[src/rtl/bin_to_bcd_seq_if.sv]
// Request/response bundle of the sequential binary-to-BCD converter.
// The master issues i_start/i_bin and observes o_busy/o_done/o_bcd/o_ovf.
interface bin_to_bcd_seq_if;
  logic        i_start;
  logic [13:0] i_bin;
  logic        o_busy;
  logic        o_done;
  logic [15:0] o_bcd;
  logic        o_ovf;

  modport master (
    output i_start,
    output i_bin,
    input  o_busy,
    input  o_done,
    input  o_bcd,
    input  o_ovf
  );

  modport slave (
    input  i_start,
    input  i_bin,
    output o_busy,
    output o_done,
    output o_bcd,
    output o_ovf
  );
endinterface

[src/rtl/bin_to_bcd_seq.sv]
// Sequential 14-bit binary to 4-digit packed BCD converter (shift-and-add-3, 14 iterations).
// Optional saturation to 9999 with overflow flag is compiled in by defining BIN2BCD_SAT_EN.
module bin_to_bcd_seq (
  input  logic             i_clk,
  input  logic             i_rst,
  bin_to_bcd_seq_if.slave  bus
);

  typedef enum logic [1:0] {
    ST_IDLE = 2'd0,
    ST_CONV = 2'd1,
    ST_DONE = 2'd2
  } state_e;

  state_e      state_q, state_d;
  logic [13:0] sr_q,    sr_d;
  logic [15:0] acc_q,   acc_d;
  logic [3:0]  cnt_q,   cnt_d;
  logic [15:0] bcd_q,   bcd_d;
  logic        done_q,  done_d;
  logic [15:0] adj_s;
`ifdef BIN2BCD_SAT_EN
  logic        sat_q,   sat_d;
  logic        ovf_q,   ovf_d;
`endif

  // Add 3 to every nibble >= 5 so the following left shift carries correctly into the next digit.
  function automatic logic [15:0] dabble_adjust(input logic [15:0] acc);
    logic [15:0] r;
    r = acc;
    for (int i = 0; i < 4; i++) begin
      if (acc[4*i +: 4] >= 4'd5) begin
        r[4*i +: 4] = acc[4*i +: 4] + 4'd3;
      end else begin
        r[4*i +: 4] = acc[4*i +: 4];
      end
    end
    return r;
  endfunction

  always_comb begin
    state_d = state_q;
    sr_d    = sr_q;
    acc_d   = acc_q;
    cnt_d   = cnt_q;
    bcd_d   = bcd_q;
    done_d  = 1'b0;
    adj_s   = dabble_adjust(acc_q);
`ifdef BIN2BCD_SAT_EN
    sat_d   = sat_q;
    ovf_d   = ovf_q;
`endif

    case (state_q)
      ST_IDLE: begin
        if (bus.i_start) begin
          state_d = ST_CONV;
          sr_d    = bus.i_bin;
          acc_d   = 16'h0000;
          cnt_d   = 4'd14;
`ifdef BIN2BCD_SAT_EN
          sat_d   = (bus.i_bin > 14'd9999);
`endif
        end else begin
          state_d = ST_IDLE;
        end
      end

      ST_CONV: begin
        // The bit shifted out of the thousands nibble is the ten-thousands carry; dropping it wraps mod 10000.
        acc_d = {adj_s[14:0], sr_q[13]};
        sr_d  = {sr_q[12:0], 1'b0};
        cnt_d = cnt_q - 4'd1;
        if (cnt_q == 4'd1) begin
          state_d = ST_DONE;
        end else begin
          state_d = ST_CONV;
        end
      end

      ST_DONE: begin
        done_d  = 1'b1;
        state_d = ST_IDLE;
`ifdef BIN2BCD_SAT_EN
        if (sat_q) begin
          bcd_d = 16'h9999;
          ovf_d = 1'b1;
        end else begin
          bcd_d = acc_q;
          ovf_d = 1'b0;
        end
`else
        bcd_d   = acc_q;
`endif
      end

      default: begin
        state_d = ST_IDLE;
      end
    endcase
  end

  // State and datapath registers; reset wins over any pending start.
  always_ff @(posedge i_clk) begin
    if (i_rst) begin
      state_q <= ST_IDLE;
      sr_q    <= 14'h0000;
      acc_q   <= 16'h0000;
      cnt_q   <= 4'd0;
      bcd_q   <= 16'h0000;
      done_q  <= 1'b0;
`ifdef BIN2BCD_SAT_EN
      sat_q   <= 1'b0;
      ovf_q   <= 1'b0;
`endif
    end else begin
      state_q <= state_d;
      sr_q    <= sr_d;
      acc_q   <= acc_d;
      cnt_q   <= cnt_d;
      bcd_q   <= bcd_d;
      done_q  <= done_d;
`ifdef BIN2BCD_SAT_EN
      sat_q   <= sat_d;
      ovf_q   <= ovf_d;
`endif
    end
  end

  assign bus.o_busy = (state_q != ST_IDLE);
  assign bus.o_done = done_q;
  assign bus.o_bcd  = bcd_q;
`ifdef BIN2BCD_SAT_EN
  assign bus.o_ovf  = ovf_q;
`else
  assign bus.o_ovf  = 1'b0;
`endif

endmodule
[src/flat_wrapper.sv]
// flat-port wrapper written by rule: the top's interface ports become plain ports
module bin_to_bcd_seq_flat 
  (i_clk, i_rst, bus_i_start, bus_i_bin, bus_o_busy, bus_o_done, bus_o_bcd, bus_o_ovf);
  bin_to_bcd_seq_if bus_i ();
  input  logic i_clk;
  input  logic i_rst;
  input wire logic [$bits(bus_i.i_start)-1:0] bus_i_start;
  input wire logic [$bits(bus_i.i_bin)-1:0] bus_i_bin;
  output wire logic [$bits(bus_i.o_busy)-1:0] bus_o_busy;
  output wire logic [$bits(bus_i.o_done)-1:0] bus_o_done;
  output wire logic [$bits(bus_i.o_bcd)-1:0] bus_o_bcd;
  output wire logic [$bits(bus_i.o_ovf)-1:0] bus_o_ovf;
  assign bus_i.i_start = bus_i_start;
  assign bus_i.i_bin = bus_i_bin;
  assign bus_o_busy = bus_i.o_busy;
  assign bus_o_done = bus_i.o_done;
  assign bus_o_bcd = bus_i.o_bcd;
  assign bus_o_ovf = bus_i.o_ovf;
  bin_to_bcd_seq u_core (.i_clk(i_clk), .i_rst(i_rst), .bus(bus_i));
endmodule
[config.mk]
export PLATFORM = sky130hd
export DESIGN_NAME = bin_to_bcd_seq_flat
export DESIGN_NICKNAME = d
export VERILOG_FILES = /design/src/rtl/bin_to_bcd_seq_if.sv /design/src/rtl/bin_to_bcd_seq.sv /design/src/flat_wrapper.sv
export SDC_FILE = /design/constraint.sdc
export NUM_CORES = 1
export LEC_CHECK = 0
export BUFFER_PORTS_ARGS = -buffer_cell sky130_fd_sc_hd__buf_2
export CAP_MARGIN = 20
export CORE_UTILIZATION = 60
export DETAILED_ROUTE_END_ITERATION = 6
export PLACE_DENSITY = 0.83
export SLEW_MARGIN = 20
export SYNTH_ARGS = -nofsm -noshare
export SYNTH_HDL_FRONTEND = slang
export SYNTH_SLANG_ARGS = --single-unit
[constraint.sdc]
create_clock -name i_clk -period 3.25 [get_ports i_clk]
set_input_delay 0.65 -clock i_clk [delete_from_list [all_inputs] [get_ports i_clk]]
set_output_delay 0.65 -clock i_clk [all_outputs]
set_load 0.01 [all_outputs]
==> results of run 1 <==
[final timing paths]
path                                                       start                          endpoint
worst max-delay path                u_core.state_q[1]$_SDFF_PP0_                        bus_o_busy
worst min-delay path            u_core.bus.o_bcd[2]$_SDFFE_PP0P_  u_core.bus.o_bcd[2]$_SDFFE_PP0P_
worst max register to register      u_core.state_q[1]$_SDFF_PP0_      u_core.acc_q[9]$_SDFFE_PP0P_
worst min register to register  u_core.bus.o_bcd[2]$_SDFFE_PP0P_  u_core.bus.o_bcd[2]$_SDFFE_PP0P_
[layer usage]
metal	track usage	vias up
met5	0	-
met1	0.2985	897
met2	0.3890	40
li1	-	1053
met3	0.05172	6
met4	0.08777	0
[stage by stage]
stage,instances,power [mW]
final,376,1.201
after global routing,376,1.257
after CTS,376,1.210
after detailed placement,368,0.8342
after global placement,368,0.8295
after floorplan,304,0.8070
[synthesized netlist by cell type]
cell type  number
inv_1          11
buf_6           2
conb_1          1
nand2b_4        1
xnor2_1         4
o21ai_0         9
nor2_2          1
and3_1          1
nor2_1         50
xor2_1          3
a221oi_2        1
nand2_1        33
or2_1           2
and2b_1         1
a211oi_2        1
nor2b_1        13
clkbuf_1        6
a211oi_1        2
nor3b_1         1
ha_1           10
a22o_1         11
nor2_4          1
a2bb2oi_1       1
mux2i_1         4
dfxtp_1        53
nand2b_1        5
buf_4           5
nand3_1         4
a311oi_2        1
a22oi_1         1
nand3b_1        2
buf_2           8
a21oi_1        38
nor3_1         17
[layout make-up]
class,count,area share
inverter,11,0.01533
tap,48,0.02229
clock inverter,3,0.009289
multi-input combinational,219,0.4621
sequential,53,0.3939
timing repair buffer,37,0.07153
clock buffer,5,0.02555
[power by group through the flow]
stage	Combinational [mW]	Sequential (mW)	Clock (mW)
after global placement	0.123	0.706	0
after detailed placement	0.127	0.707	0
after global routing	0.147	0.695	0.415
after floorplan	0.108	0.699	0
after CTS	0.128	0.692	0.390
final	0.128	0.692	0.382
[tightest hold or removal path, stage by stage (launching register included)]
cell and delay, ns:
dfxtp_1 0.32, nand2_1 0.05, a21oi_1 0.05
[sequential cells by signal (all words and copies together) (netlist names)]
name / flops
u_core.cnt_q: 4
u_core.bus.o_done: 1
u_core.bus.o_bcd: 16
u_core.acc_q: 16
u_core.state_q: 2
u_core.sr_q: 14
[cell families after synthesis]
logic type | after synthesis | share of synthesized area
mux | 4 | 0.01621
flops | 53 | 0.4296
compound gates | 65 | 0.1641
fa+ha+maj | 10 | 0.05066
other cells | 1 | 0.001518
buf+inv | 32 | 0.06636
xor+xnor | 7 | 0.02482
simple gates | 132 | 0.2467
==> flow_summary_export.csv, run 1 <==
group,metric,value,unit
status,outcome,"completed",
finish,syn_to_final_growth,9.068,%
floorplanning,rows,22,
worst_setup_path,crit_buf_inv,1,
cts,clock_latency,0.31,ns
grt,grt_pass1_wl,7790,µm
cts,cts_made_buffers,5,
power,clock_power_share,0.318,
detailed_routing,ant_nets,0,
power,p_int,0.8805,mW
synth,yosysSeqAreaShare,0.4296,
grt,grt_overflow_total,0,
cts,post_cts_resized,0,
synth,syn_area_per_cell,8.125,µm²
worst_setup_path,startpoint_type,"register",
detailed_routing,wl_per_cell,12.38,µm
floorplanning,ios,36,
sta,worst_slack,1.121,ns
finish,design_area,2694,µm²
power,share_comb_of_total_power,0.106,
placed_design,dpl_worst_slack,1.241,ns
grt,grt_pass1_vias,1780,
floorplanning,die_y,66.16,µm
finish,final_common_cell,"dfxtp_1",
power,peakVddDrop,0.4247,mV
placed_design,portBuffers,34,
sta,finalMaxSlewViolations,0,
sta,finalHoldViolCount,0,
synth,ys_types,34,
worst_hold_path,whs_path_depth,2,
worst_setup_path,crit_cells,2,
detailed_routing,via_count,1996,
detailed_routing,drt_pass1_iterations,4,
synth,synth_seq_cells,53,
sta,layout_min_cycle_time,2.129,ns
detailed_routing,route.met2.wl,2127,µm
synth,synth_top_area_frac,0.4296,
floorplanning,core,3799,µm²
cts,clock-sinks,53,
finish,final_core_util,0.7092,
synth,synth_cells,304,
synth,syn_nets,331,
worst_setup_path,cp_top_family,"flip-flops",
finish,nets,354,
grt,grt_max_degree,41,
placed_design,placed_area,2600,µm²
sta,rsz0062_at_grt,"false",
sta,tightestPinTransition,0.7564,ns
finish,drive_gt1_frac,0.1555,
floorplanning,die-area,4377,µm²
placed_design,dp_hpwl,3148,µm
cts,clockBufferDepth,2,
cts,cts_hold_buf,0,
power,p_per_area,445.8,nW/µm²
sta,fin_worst_skew,0.01025,ns
sta,fmax,0.4696,GHz
cts,cts_setup_buffers,0,
detailed_routing,drt-total-wl,4653,µm
grt,antenna_found_initial,0,
sta,setup_viol,0,
worst_setup_path,required,2.60,ns
worst_setup_path,arrival,1.48,ns
cts,ctsRootBufferMaster,"clkbuf_8",
floorplanning,die_x,66.16,µm
sta,slew_headroom,0.4939,
synth,synthTopCellsByArea,"dfxtp_1, a21oi_1, nor2_1, ha_1, nand2_1",
worst_setup_path,critical_path_class,"register to primary output",
power,p_sw,0.3205,mW
detailed_routing,top_layer,"met4",
floorplanning,start_util,0.6502,
worst_setup_path,cp_max_fo,22,
power,pwr-share-seq,0.576,
worst_setup_path,path_cells,"or2_1 > buf_2",
sta,hold-worst-slack,0.4548,ns
power,sw_frac_of_total,0.2668,
worst_setup_path,r2r.worst_path.cells,3,
detailed_routing,wl_met3,169,µm
cts,cts_tree,"built",
finish,fill_cells,317,
synth,ys_warn_count,0,
finish,layout_common_cells,"dfxtp_1, nor2_1, a21oi_1, buf_2, nand2_1",
worst_setup_path,r2r_slack,1.35,ns
finish,seq_area,1061,µm²
finish,multi_input_area,1245,µm²
grt,globalRouteTotalUtil,0.2354,
finish,diodes,0,
detailed_routing,wl_met1,2287,µm
cts,path_clk_slew,0.10,ns
worst_setup_path,cp_slowest_stage_delay,0.80,ns
detailed_routing,dr.first_iter.drc_count,117,
sta,setup_tns,0,ns
worst_setup_path,end_kind,"primary output",
detailed_routing,drc,0,
synth,yosysTopAreaCell,"dfxtp_1",
placed_design,place.gp.congestion,0.7943,
synth,synthesis.area,2470,µm²
detailed_routing,avgViaCountPerCell,5.309,
sta,fin_crit_sh,0.6552,
cts,h-tree-depth,2,
worst_hold_path,min_path_type,"register to register",
worst_setup_path,cp_slowest_cell,"dfxtp_1",
job,max_cap_viol_count,0,
power,p_leak,1.137,nW
Note: power is estimated with default switching activity, not from simulation.
==> run 2, diff against run 1 <==
Settings changed: ABC_AREA set to 1, CORE_UTILIZATION 60 to 51, PLACE_DENSITY 0.83 to 0.75.
Clock period 3.25 ns to 1.86 ns, I/O delays scaled along.
==> flow_summary_export.csv, run 2 <==
group,metric,value,unit
grt,grt_overflow_total,0,
finish,drive_gt1_frac,0.1511,
detailed_routing,wl_per_cell,11.79,µm
finish,fill_cells,420,
synth,yosysSeqAreaShare,0.4331,
finish,layout_common_cells,"nand2_1, dfxtp_1, nand3_1, buf_2, a21oi_1",
synth,synthArstFlopShare,0,
worst_setup_path,cp_max_fo,5,
grt,grt_pass1_vias,1948,
worst_setup_path,critical_path_class,"register to register",
job,max_cap_viol_count,0,
power,p_int,1.613,mW
cts,ctsRootBufferMaster,"clkbuf_8",
power,sw_frac_of_total,0.2520,
cts,cts_hold_buf,0,
synth,synth_seq_cells,53,
worst_hold_path,whs_endpoint,"u_core.acc_q[3]$_SDFFE_PP0P_",
worst_setup_path,startpoint_type,"register",
floorplanning,rows,24,
placed_design,place.gp.congestion,0.8273,
worst_setup_path,cp_top_family,"simple AND/OR/NAND/NOR gates",
detailed_routing,drc,2,
finish,diodes,0,
floorplanning,die_y,71.31,µm
power,clock_power_share,0.327,
synth,ys_types,21,
sta,rsz0062_at_grt,"false",
finish,final_common_cell,"nand2_1",
grt,grt_pass1_wl,8411,µm
sta,fin_crit_sh,0.7538,
detailed_routing,ant_nets,0,
worst_setup_path,required,2.12,ns
synth,synthesis.area,2450,µm²
power,share_comb_of_total_power,0.111,
finish,nets,390,
synth,yosysTopAreaCell,"dfxtp_1",
worst_setup_path,arrival,1.66,ns
synth,synth_cells,331,
floorplanning,die_x,71.31,µm
status,outcome,"finished with violations",
synth,synth_top_area_frac,0.4331,
synth,synth_most_common_cell,"nand2_1",
detailed_routing,via_count,2187,
sta,fin_worst_skew,0.008889,ns
floorplanning,die-area,5085,µm²
sta,hold-worst-slack,0.2852,ns
synth,syn_area_per_cell,7.401,µm²
cts,path_clk_slew,0.10,ns
grt,antenna_found_initial,0,
sta,finalHoldViolCount,0,
grt,globalRouteTotalUtil,0.2090,
detailed_routing,dr.first_iter.drc_count,146,
power,peakVddDrop,0.4777,mV
cts,cts_tree,"built",
sta,layout_min_cycle_time,1.402,ns
worst_setup_path,path_cells,"inv_1 > ha_1 > inv_1 > nand2_1 > nand3_1 > nand2_1 > nor2_1 > nor2_1 > nor2_1",
power,p_per_area,782.2,nW/µm²
placed_design,dp_hpwl,3348,µm
worst_hold_path,min_path_type,"input pin to register",
worst_setup_path,cp_slowest_stage_delay,0.41,ns
cts,clockBufferDepth,2,
synth,synth_edf_count,0,
worst_setup_path,crit_buf_inv,2,
sta,setup_tns,0,ns
worst_setup_path,r2r.worst_path.cells,9,
cts,cts_made_buffers,5,
floorplanning,core,4474,µm²
worst_setup_path,r2r_slack,0.46,ns
sta,fmax,0.7132,GHz
floorplanning,start_util,0.5475,
synth,synthTopCellsByArea,"dfxtp_1, nand2_1, nand3_1, a21oi_1, o21ai_0",
power,pwr-share-seq,0.562,
synth,synth_ff_type,"dfxtp_1",
worst_setup_path,end_kind,"register",
worst_setup_path,reg2reg_to,"u_core.acc_q[4]$_SDFFE_PP0P_",
sta,finalMaxSlewViolations,0,
grt,grt_max_degree,29,
status,violations,"DRC",
worst_setup_path,cp_common_cell,"nor2_1",
worst_hold_path,whs_path_depth,2,
cts,clock_latency,0.31,ns
sta,setup_viol,0,
finish,syn_to_final_growth,12.51,%
worst_setup_path,r2r_start,"u_core.acc_q[0]$_SDFFE_PP0P_",
power,p_sw,0.5434,mW
detailed_routing,drt-total-wl,4905,µm
cts,h-tree-depth,2,
synth,ys_top_cells_by_count,"nand2_1, dfxtp_1, nand3_1, a21oi_1, inv_1",
synth,syn_nets,358,
placed_design,portBuffers,34,
cts,post_cts_resized,0,
detailed_routing,drt_pass1_iterations,7,
worst_setup_path,cp_slowest_cell,"dfxtp_1",
cts,cts_setup_buffers,0,
worst_hold_path,min_from,"i_rst",
detailed_routing,avgViaCountPerCell,5.257,
cts,clock-sinks,53,
floorplanning,ios,36,
power,p_leak,1.368,nW
synth,ys_warn_count,0,
## run 2: area by class of cell
cell class,instances,area [µm²],share of cell area
flip-flops and latches,53,1061,0.3849
inverters,34,127.6,0.04630
repair buffers,42,230.2,0.08352
multi-input cells,227,1171,0.4249
clock inverters,1,5.005,0.001816
clock buffers,7,96.34,0.03495
well taps,52,65.06,0.02360
## run 2: through the flow
stage | instance area [µm²] | utilization | setup slack [ns] | instances | power, mW
after floorplan | 2450 | - | 0.6863 | 331 | 1.411
after global placement | 2655 | 0.5934 | 0.5827 | 408 | 1.471
after detailed placement | 2655 | 0.5934 | 0.5115 | 408 | 1.480
after CTS | 2756 | 0.6161 | 0.4823 | 416 | 2.188
after global routing | 2756 | 0.6161 | 0.3234 | 416 | 2.261
final | 2756 | 0.6161 | 0.4579 | 416 | 2.156
## run 2: power groups by stage
stage	Clock (mW)	Sequential (mW)	Combinational, mW
finish	0.706	1.21	0.239
floorplan	0	1.23	0.178
global placement	0	1.23	0.236
global route	0.770	1.22	0.274
detailed placement	0	1.24	0.242
CTS	0.734	1.21	0.243
## run 2: cells by family after synthesis
| group | count (synthesis) | share of synthesized area |
|---|---|---|
| DFF | 53 | 0.4331 |
| AOI/OAI and AO/OA | 74 | 0.1772 |
| buffers and inverters | 51 | 0.08887 |
| and+or+nand+nor | 142 | 0.2482 |
| other | 1 | 0.001531 |
| adders and majority gates | 10 | 0.05107 |
## run 2: how the worst max path moves through the flow
stage                                             from                           end  slack [ns]  cells after the start
after floorplan           u_core.acc_q[0]$_SDFFE_PP0P_  u_core.acc_q[4]$_SDFFE_PP0P_        0.69                      9
after global placement    u_core.state_q[1]$_SDFF_PP0_  u_core.sr_q[11]$_SDFFE_PP0P_        0.58                      6
after detailed placement  u_core.acc_q[0]$_SDFFE_PP0P_  u_core.acc_q[4]$_SDFFE_PP0P_        0.51                      9
after CTS                 u_core.acc_q[0]$_SDFFE_PP0P_  u_core.acc_q[4]$_SDFFE_PP0P_        0.48                      9
after global routing      u_core.acc_q[0]$_SDFFE_PP0P_  u_core.acc_q[4]$_SDFFE_PP0P_        0.32                      9
final                     u_core.acc_q[0]$_SDFFE_PP0P_  u_core.acc_q[4]$_SDFFE_PP0P_        0.46                      9
## run 2: metal layers
layer / global-route usage / vias up / share of wire
li1: - / 1156 / -
met3: 0.05485 / 11 / 0.049
met1: 0.2658 / 961 / 0.47
met5: 0 / - / 0
met2: 0.3429 / 59 / 0.46
met4: 0.07556 / 0 / 0.016
## run 2: worst register-to-register path, stage by stage, from the launching register on
cell and delay (ns):
dfxtp_1 0.41, inv_1 0.12, ha_1 0.23, inv_1 0.06, nand2_1 0.09, nand3_1 0.14, nand2_1 0.07, nor2_1 0.12
nor2_1 0.05, nor2_1 0.07
==> run 3, diff against run 2 <==
Clock period 1.86 ns to 1.2 ns, I/O delays scaled along.
==> flow_summary_export.csv, run 3 (same netlist as run 2, synthesis figures left out) <==
group,metric,value,unit
status,outcome,"finished with violations",
status,violations,"DRC",
worst_setup_path,cp_common_cell,"nor2_1",
detailed_routing,drt_pass1_iterations,6,
placed_design,placed_area,2793,µm²
worst_setup_path,end_kind,"register",
worst_setup_path,r2r_slack,0.03,ns
grt,globalRouteTotalUtil,0.2120,
finish,diodes,0,
sta,finalHoldViolCount,0,
power,clock_power_share,0.299,
finish,fill_cells,379,
floorplanning,start_util,0.5475,
grt,grt_overflow_total,0,
detailed_routing,wl_per_cell,12.28,µm
floorplanning,die-area,5085,µm²
worst_hold_path,min_path_type,"input pin to register",
power,peakVddDrop,0.6315,mV
worst_setup_path,r2r.worst_path.cells,9,
floorplanning,die_x,71.31,µm
cts,clock_latency,0.31,ns
sta,finalMaxSlewViolations,0,
placed_design,dp_hpwl,3469,µm
sta,fmax,0.8547,GHz
finish,final_core_util,0.6907,
grt,grt_pass1_wl,8528,µm
grt,grt_pass1_vias,2043,
power,p_leak,1.516,nW
worst_setup_path,path_cells,"inv_4 > buf_4 > buf_4 > nand2_1 > nand3_1 > nand2_1 > nor2_1 > nor2_1 > nor2_1",
finish,nets,409,
cts,h-tree-depth,2,
detailed_routing,via_count,2304,
cts,clockBufferDepth,2,
sta,setup_tns,0,ns
cts,path_clk_slew,0.09,ns
worst_setup_path,arrival,1.37,ns
power,p_per_area,1054,nW/µm²
floorplanning,die_y,71.31,µm
sta,setup_viol,0,
cts,ctsRootBufferMaster,"clkbuf_8",
worst_setup_path,cp_slowest_stage_delay,0.37,ns
worst_setup_path,cp_slowest_cell,"dfxtp_4",
power,p_int,2.408,mW
sta,layout_min_cycle_time,1.170,ns
grt,antenna_found_initial,0,
finish,layout_common_cells,"nand2_1, dfxtp_1, buf_2, a21oi_1, nand3_1",
power,pwr-share-seq,0.575,
finish,final_common_cell,"nand2_1",
placed_design,place.gp.congestion,0.8526,
finish,multi_input_area,1311,µm²
finish,syn_to_final_growth,26.15,%
power,p_sw,0.8490,mW
detailed_routing,drt-total-wl,5342,µm
sta,rsz0062_at_grt,"true",
cts,cts_tree,"built",
detailed_routing,avgViaCountPerCell,5.297,
floorplanning,ios,36,
worst_setup_path,cp_top_family,"simple AND/OR/NAND/NOR gates",
finish,design_area,3090,µm²
worst_hold_path,whs_path_depth,2,
cts,clock-sinks,53,
finish,drive_gt1_frac,0.3107,
finish,seq_area,1081,µm²
worst_setup_path,crit_cells,9,
sta,fin_worst_skew,0.005668,ns
floorplanning,rows,24,
grt,grt_max_degree,32,
worst_setup_path,startpoint_type,"register",
power,share_comb_of_total_power,0.126,
power,sw_frac_of_total,0.2606,
detailed_routing,drc,2,
cts,cts_hold_buf,0,
floorplanning,core,4474,µm²
worst_setup_path,cp_max_fo,4,
detailed_routing,ant_nets,0,
worst_setup_path,required,1.40,ns
worst_setup_path,crit_buf_inv,3,
placed_design,portBuffers,34,
sta,fin_crit_sh,0.9750,
job,max_cap_viol_count,0,
cts,cts_made_buffers,5,
detailed_routing,dr.first_iter.drc_count,140,
worst_setup_path,critical_path_class,"register to register",
run 3: cell count changes in the layout (fill, tap and decap cells not counted), moves of 4 or more:
cell | before | now
ha_4 | 0 | 4
nand3_1 | 35 | 29
dfxtp_2 | 0 | 7
ha_1 | 10 | 3
inv_1 | 31 | 20
inv_2 | 3 | 8
nand3_2 | 0 | 4
nand2_1 | 80 | 70
nand2_2 | 0 | 9
inv_4 | 0 | 6
buf_4 | 8 | 24
dfxtp_1 | 53 | 43
run 3: power by group through the flow:
stage / logic (mW) / registers (mW) / clock network, mW
6_report: 0.409 / 1.87 / 0.974
3_5_place_dp: 0.395 / 1.92 / 0
4_1_cts: 0.399 / 1.88 / 1.01
5_1_grt: 0.468 / 1.88 / 1.07
2_1_floorplan: 0.277 / 1.91 / 0
3_3_place_gp: 0.387 / 1.91 / 0
run 3: area by class of cell:
type | instances | share of cell area
clock buffer | 6 | 0.02348
clock inverter | 2 | 0.003239
sequential | 53 | 0.3498
timing repair buffer | 61 | 0.1320
inverter | 34 | 0.04615
tap | 52 | 0.02105
multi-input combinational | 227 | 0.4243
run 3: worst paths after layout:
path / startpoint / end
worst max register to register: u_core.acc_q[5]$_SDFFE_PP0P_ / u_core.acc_q[8]$_SDFFE_PP0P_
worst min-delay path: i_rst / u_core.state_q[0]$_SDFF_PP0_
worst max-delay path: u_core.acc_q[5]$_SDFFE_PP0P_ / u_core.acc_q[8]$_SDFFE_PP0P_
worst min register to register: u_core.sr_q[11]$_SDFFE_PP0P_ / u_core.sr_q[11]$_SDFFE_PP0P_
run 3: timing repair:
action / CTS / global route
setup endpoints to repair: 9 / 14
pin swaps: 0 / 13
setup buffers: 0 / 4
gates resized for setup: 15 / 49
endpoints found under the hold margin: 0 / 0
run 3: routing by layer:
layer	routed length, µm	vias up	share of wire	global-route usage
met5	0	-	0	0
met4	102	0	0.019	0.1000
met3	147	9	0.028	0.02954
met2	2575	39	0.48	0.3767
met1	2517	1058	0.47	0.2524
li1	-	1198	-	-
run 3: through the flow:
| step | power [mW] | hold slack, ns | setup slack (ns) | cells |
|---|---|---|---|---|
| floorplan | 2.187 | 0.4007 | 0.02625 | 331 |
| global placement | 2.300 | 0.4337 | -0.009090 | 423 |
| detailed placement | 2.312 | 0.4459 | -0.04760 | 423 |
| CTS | 3.290 | 0.1620 | 0.0004137 | 431 |
| global route | 3.427 | 0.1845 | -0.05077 | 435 |
| finish | 3.257 | 0.1669 | 0.03004 | 435 |
